**src/rtl/cache_replacement_process.sv**
```systemverilog
// -----------------------------------------------------------------------------
// cache_replacement_process
//
// Keeps way-replacement state for every set of a set-associative cache and
// presents the victim way for the addressed set. The policy is fixed when the
// block is elaborated:
//   REP_POLICY = 0 : true LRU (per-way rank, 0 = least recent)
//   REP_POLICY = 1 : PLRU-MRU (one "recently used" bit per way)
//   REP_POLICY = 2 : PLRU binary tree (heap-ordered node bits, root = node 1)
//   any other value behaves as 0.
//
// Ports
//   clk        : clock, all state changes on the rising edge
//   reset      : synchronous, active-low; clears every set, priority over writes
//   write_en   : update strobe for the set at line_addr
//   way_hit    : one-hot way just hit/filled (lowest set bit wins, 0 = no-op)
//   line_addr  : set index (ignored when LINE_OFF_W = 0)
//   way_select : victim way for line_addr, combinational from stored state
// -----------------------------------------------------------------------------
module cache_replacement_process #(
    parameter int N_WAYS     = 8,
    parameter int LINE_OFF_W = 0,
    parameter int REP_POLICY = 0
) (
    input  logic                                     clk,
    input  logic                                     reset,
    input  logic                                     write_en,
    input  logic [N_WAYS-1:0]                        way_hit,
    input  logic [((LINE_OFF_W > 0) ? LINE_OFF_W : 1)-1:0] line_addr,
    output logic [$clog2(N_WAYS)-1:0]                way_select
);

    localparam int WW     = $clog2(N_WAYS);
    localparam int N_SETS = 1 << LINE_OFF_W;
    localparam int AW     = (LINE_OFF_W > 0) ? LINE_OFF_W : 1;

    logic [AW-1:0] set_idx;
    logic [WW-1:0] hit_idx;
    logic          do_update;

    generate
        if (LINE_OFF_W == 0) begin : g_single_set
            // Only one set exists; the address port is kept for a uniform interface.
            logic unused_line_addr;
            assign unused_line_addr = ^line_addr;
            assign set_idx          = '0;
        end else begin : g_multi_set
            assign set_idx = line_addr;
        end
    endgenerate

    // Lowest set bit of way_hit; scanning downward lets the lowest index win.
    always_comb begin
        hit_idx = '0;
        for (int i = N_WAYS - 1; i >= 0; i--) begin
            if (way_hit[i]) hit_idx = WW'(i);
        end
    end

    assign do_update = write_en & (|way_hit);

    generate
        if (REP_POLICY == 1) begin : g_plru_mru
            logic [N_WAYS-1:0] mru_q [N_SETS];
            logic [N_WAYS-1:0] mru_cur;
            logic [N_WAYS-1:0] mru_hit_oh;
            logic [N_WAYS-1:0] mru_set;
            logic [N_WAYS-1:0] mru_nxt;
            logic [WW-1:0]     mru_sel;

            always_comb begin
                mru_cur             = mru_q[set_idx];
                mru_hit_oh          = '0;
                mru_hit_oh[hit_idx] = 1'b1;
                mru_set             = mru_cur | mru_hit_oh;
                // Saturation: keep only the way just touched so a victim always exists.
                mru_nxt             = (&mru_set) ? mru_hit_oh : mru_set;
                mru_sel             = '0;
                for (int i = N_WAYS - 1; i >= 0; i--) begin
                    if (!mru_cur[i]) mru_sel = WW'(i);
                end
            end

            always_ff @(posedge clk) begin
                if (!reset) begin
                    for (int s = 0; s < N_SETS; s++) begin
                        mru_q[s] <= '0;
                    end
                end else if (do_update) begin
                    mru_q[set_idx] <= mru_nxt;
                end
            end

            assign way_select = mru_sel;

        end else if (REP_POLICY == 2) begin : g_plru_tree
            // Node n lives at bit n; bit 0 would be unused, so the vector starts at 1.
            logic [N_WAYS-1:1] tree_q [N_SETS];
            logic [N_WAYS-1:1] tree_cur;
            logic [N_WAYS-1:1] tree_nxt;
            logic [WW-1:0]     tree_sel;
            int                up_node;
            int                dn_node;

            always_comb begin
                tree_cur = tree_q[set_idx];
                tree_nxt = tree_cur;
                // Walk from the hit leaf (heap index N_WAYS + h) up to the root. An odd
                // child is the higher subtree, so its parent must point low (0).
                up_node  = N_WAYS + int'(hit_idx);
                for (int l = 0; l < WW; l++) begin
                    tree_nxt[up_node >> 1] = ~up_node[0];
                    up_node                = up_node >> 1;
                end
                dn_node = 1;
                for (int l = 0; l < WW; l++) begin
                    dn_node = 2 * dn_node + (tree_cur[dn_node] ? 1 : 0);
                end
                tree_sel = WW'(dn_node - N_WAYS);
            end

            always_ff @(posedge clk) begin
                if (!reset) begin
                    for (int s = 0; s < N_SETS; s++) begin
                        tree_q[s] <= '0;
                    end
                end else if (do_update) begin
                    tree_q[set_idx] <= tree_nxt;
                end
            end

            assign way_select = tree_sel;

        end else begin : g_lru
            logic [WW-1:0] rank_q   [N_SETS][N_WAYS];
            logic [WW-1:0] rank_cur [N_WAYS];
            logic [WW-1:0] rank_nxt [N_WAYS];
            logic [WW-1:0] rank_h;
            logic [WW-1:0] lru_sel;

            always_comb begin
                for (int i = 0; i < N_WAYS; i++) begin
                    rank_cur[i] = rank_q[set_idx][i];
                end
                rank_h = rank_cur[hit_idx];
                // Ways more recent than h slide down one rank; h becomes most recent.
                for (int i = 0; i < N_WAYS; i++) begin
                    rank_nxt[i] = (rank_cur[i] > rank_h) ? (rank_cur[i] - WW'(1)) : rank_cur[i];
                end
                rank_nxt[hit_idx] = WW'(N_WAYS - 1);
                lru_sel = '0;
                for (int i = 0; i < N_WAYS; i++) begin
                    if (rank_cur[i] == '0) lru_sel = WW'(i);
                end
            end

            always_ff @(posedge clk) begin
                if (!reset) begin
                    for (int s = 0; s < N_SETS; s++) begin
                        for (int i = 0; i < N_WAYS; i++) begin
                            rank_q[s][i] <= WW'(i);
                        end
                    end
                end else if (do_update) begin
                    for (int i = 0; i < N_WAYS; i++) begin
                        rank_q[set_idx][i] <= rank_nxt[i];
                    end
                end
            end

            assign way_select = lru_sel;
        end
    endgenerate

endmodule

```
**config.mk**
```make
export PLATFORM = sky130hd
export DESIGN_NAME = cache_replacement_process
export DESIGN_NICKNAME = d
export VERILOG_FILES = /design/src/rtl/cache_replacement_process.sv
export SDC_FILE = /design/constraint.sdc
export NUM_CORES = 1
export LEC_CHECK = 0
export BUFFER_PORTS_ARGS = -buffer_cell sky130_fd_sc_hd__buf_2
export CORE_ASPECT_RATIO = 0.7
export CORE_MARGIN = 5
export CORE_UTILIZATION = 40
export CTS_BUF_LIST = sky130_fd_sc_hd__clkbuf_8
export CTS_CLUSTER_DIAMETER = 60
export DETAILED_ROUTE_END_ITERATION = 16
export SLEW_MARGIN = 20
export SYNTH_ARGS = -nofsm -noshare
export SYNTH_HDL_FRONTEND = slang
export SYNTH_SLANG_ARGS = --single-unit
```
**constraint.sdc**
```tcl
create_clock -name clk -period 4.1 [get_ports clk]
set_input_delay 0.205 -clock clk [delete_from_list [all_inputs] [get_ports clk]]
set_output_delay 0.205 -clock clk [all_outputs]
set_load 0.02 [all_outputs]
```
==> metrics <==
residual overflow from global routing 0; CTS tree built; vias post-DR between 2,000 and 2,500; Post-DRT Antenna Nets 0; Primary FF master, synth edfxtp_1; Distinct cells, synth a little over 60; area of the core ~6700 µm²; setup tns final 0 ps; largest cells by area after synthesis edfxtp_1, ha_1, inv_1; clock buffer depth 2; switching power roughly 0.00034 W; layout overhead on the synthesized area 8.41%; number of antenna violations at the first check in global routing 0; CP Capture Type register; Hold Worst Slack 497 ps; number of buffers inserted during clock tree synthesis 3; fraction of final layout cells sized beyond drive strength 1 0.109; number of setup buffers added after CTS 0; per-instance average area after synthesis 8.55 µm²; H-tree depth reported by CTS 1; Hold Path End g_lru.rank_q[0][23]; worst setup margin about 740 ps; Final Max Tran Viols 0; result of the run finished, final reports clean; number of detailed-route iterations in the first pass 5; worst slew margin relative to its limit 0.361; number of endpoints with negative hold slack in the final report 0; clk root buf clkbuf_8; Port Buf Inserts 13; FF-to-FF path depth 12; setup repair after global routing missed its margin no; power density over the cells between 200 and 300 nW/µm²; area of the die 8500 µm²; Fin Clk Skew 13.0 ps; Hold Startpoint way_hit[0]; upper clock frequency limit ~300 MHz; post-synthesis cell type with the largest combined area edfxtp_1; iteration-0 DRC count of the detailed router ~150; total wire length after detailed routing roughly 7100 µm; clock input transition at the sequential cells of the worst setup and hold paths about 100 ps; leading cell type in the layout, fill and taps excluded inv_1; Min-Delay Path Class primary input to register; number of cells upsized or downsized after cts 0; number of nets produced by synthesis between 300 and 400; total leakage power roughly 1.2 nW; peak ir drop on the vdd network about 0.14 mV; Initial Utilization 0.404; origin of the critical flop-to-flop path g_lru.rank_q[0][11]; number of core rows 25; Clock Sink Count 24; registers with the highest flip-flop counts g_lru.rank_q: 24 flops; pin count of the biggest net entering global routing 25; Setup Crit Path Kind register to register; detailed-placement wirelength estimate 5410 µm; fraction of power spent switching nets 0.394; via count of the first global-routing pass between 2,000 and 2,500; WP data required 4150 ps; Yosys top cell area share 0.268; worst-margin pin slew roughly 960 ps; Warnings, synthesis 0; Setup Viol. Count Final 0; power share of the sequential group 0.374; startpoint type of the worst setup path register; Most Frequent Cell on Critical Path o21ai_0; number of maximum-capacitance constraint violations 0; number of buffers inserted for hold repair after clock tree synthesis 0; portion of the post-synthesis area used by sequential elements 0.268; Internal ~0.00052 W; reg-to-reg setup timing slack around 740 ps; clock period minus final worst setup slack 3360 ps; commonest non-fill, non-tap cells in the layout inv_1, ha_1, edfxtp_1, nand2_1, nor3_1; x dimension of the die 108 µm; peak fanout along the critical path 5; max reg flops 24; detail-routed via count per cell just under 6; number of antenna cells inserted 0; clock network latency to the later pin of the worst-skew pair roughly 280 ps; WL per Instance between 15 and 20 µm; number of flops mapped to enable cells by yosys 24; Boundary Pins 15; height of the die between 70 and 80 µm; remaining design rule violation count 0; ys async rst share 0; worst slack after detailed placement 494 ps; overall track demand over capacity in global routing 0.170; Final GP Congestion 0.833; top register by number of flip-flops g_lru.rank_q; arrival time at the worst endpoint approximately 3400 ps; peak per-stage delay on the critical path about 460 ps; final net count around 370; flip-flop and latch count after synthesis 24; clock share of power 0.181; combinational power share 0.444; first-pass GRT wire length between 10,000 and 15,000 µm; ordered list of cells on the worst path nor2_1, o21ai_0, o221ai_1, a21oi_1, o21ai_0, buf_4, ha_1, a21boi_0, o22ai_1, or3_1, a21boi_1, mux2_2; post-synthesis instance area about 2700 µm²; share of the clock period used by the worst path 0.820; Cells after Synth between 300 and 400; number of cells on the worst hold path 3; slowest stage cell on the critical path edfxtp_1; worst flop-to-flop path endpoint g_lru.rank_q[0][11]
-- metrics by stage --
| step | std cells | instance area (µm²) | util | total power, W |
|---|---|---|---|---|
| floorplan | 315 | 2690 | - | 0.000611 |
| global placement | 420 | 2880 | 0.432 | 0.000693 |
| detailed placement | 420 | 2880 | 0.432 | 0.000703 |
| CTS | 424 | 2920 | 0.438 | 0.000860 |
| global route | 424 | 2920 | 0.438 | 0.000928 |
| finish | 424 | 2920 | 0.438 | 0.000861 |
-- cells in the mapped netlist (4+ instances only) --
cell       n
edfxtp_1  24
buf_2      4
a22oi_1    6
o21ai_1    6
nor4_1     4
o22ai_1    6
nand2_1   23
o21ai_0    9
nor3_1    19
o31ai_1    5
nand3b_1   6
a21oi_1   16
a32oi_1    6
nand3_1    7
ha_1      31
nor2_1    13
inv_1     34
and3_1     7
a31oi_1   10
a21boi_1   5
or3_1      5
nor2b_1    6
nand2b_1   4
-- critical path: cells and delay by family, from the launching register on --
kind	cells	cell delay, ps
flip-flops	1	460
buffers and inverters	1	290
AO/OA/AOI/OAI	7	1260
adder cells (fa/ha/maj)	1	310
multiplexers	1	340
AND/OR/NAND/NOR	2	460
-- worst max path at each step --
stage                              from  cells past startpoint                   to
global route        g_lru.rank_q[0][18]                     11  g_lru.rank_q[0][17]
global placement             way_hit[6]                     12  g_lru.rank_q[0][17]
floorplan                    way_hit[1]                     11   g_lru.rank_q[0][5]
finish              g_lru.rank_q[0][11]                     12  g_lru.rank_q[0][11]
detailed placement           way_hit[6]                     12  g_lru.rank_q[0][17]
CTS                 g_lru.rank_q[0][11]                     12  g_lru.rank_q[0][11]
-- metal layers --
layer / global-route usage / vias up / part of all wire
li1: - / 1261 / -
met1: 0.254 / 1158 / 0.51
met2: 0.269 / 65 / 0.44
met3: 0.0255 / 0 / 0.055
met4: 0.0164 / 0 / 0
met5: 0 / - / 0
-- layout make-up --
class | count | area, µm²
well taps | 94 | 118
clock buffers | 3 | 41.3
repair buffers | 20 | 118
fillers | 662 | 3740
multi-input cells | 248 | 1790
flip-flops and latches | 24 | 721
clock inverters | 1 | 3.75
inverters | 34 | 128
-- cell families (layout without fill, tap and decap cells) --
kind of cell             after synthesis  after routing  share of synthesized area
buffers and inverters                 43             58                     0.0673
AO/OA/AOI/OAI                        103            103                      0.275
multiplexers                           5              5                     0.0195
flip-flops                            24             24                      0.268
AND/OR/NAND/NOR                      109            109                      0.226
adder cells (fa/ha/maj)               31             31                      0.144
-- power groups by stage --
stage | combinational [W] | clock (W) | sequential, W
after floorplan | 0.000294 | 0 | 0.000318
after global placement | 0.000367 | 0 | 0.000327
after detailed placement | 0.000377 | 0 | 0.000326
after CTS | 0.000379 | 0.000160 | 0.000321
after global routing | 0.000433 | 0.000171 | 0.000325
final | 0.000383 | 0.000156 | 0.000322
Note: power is estimated with default switching activity, not from simulation.
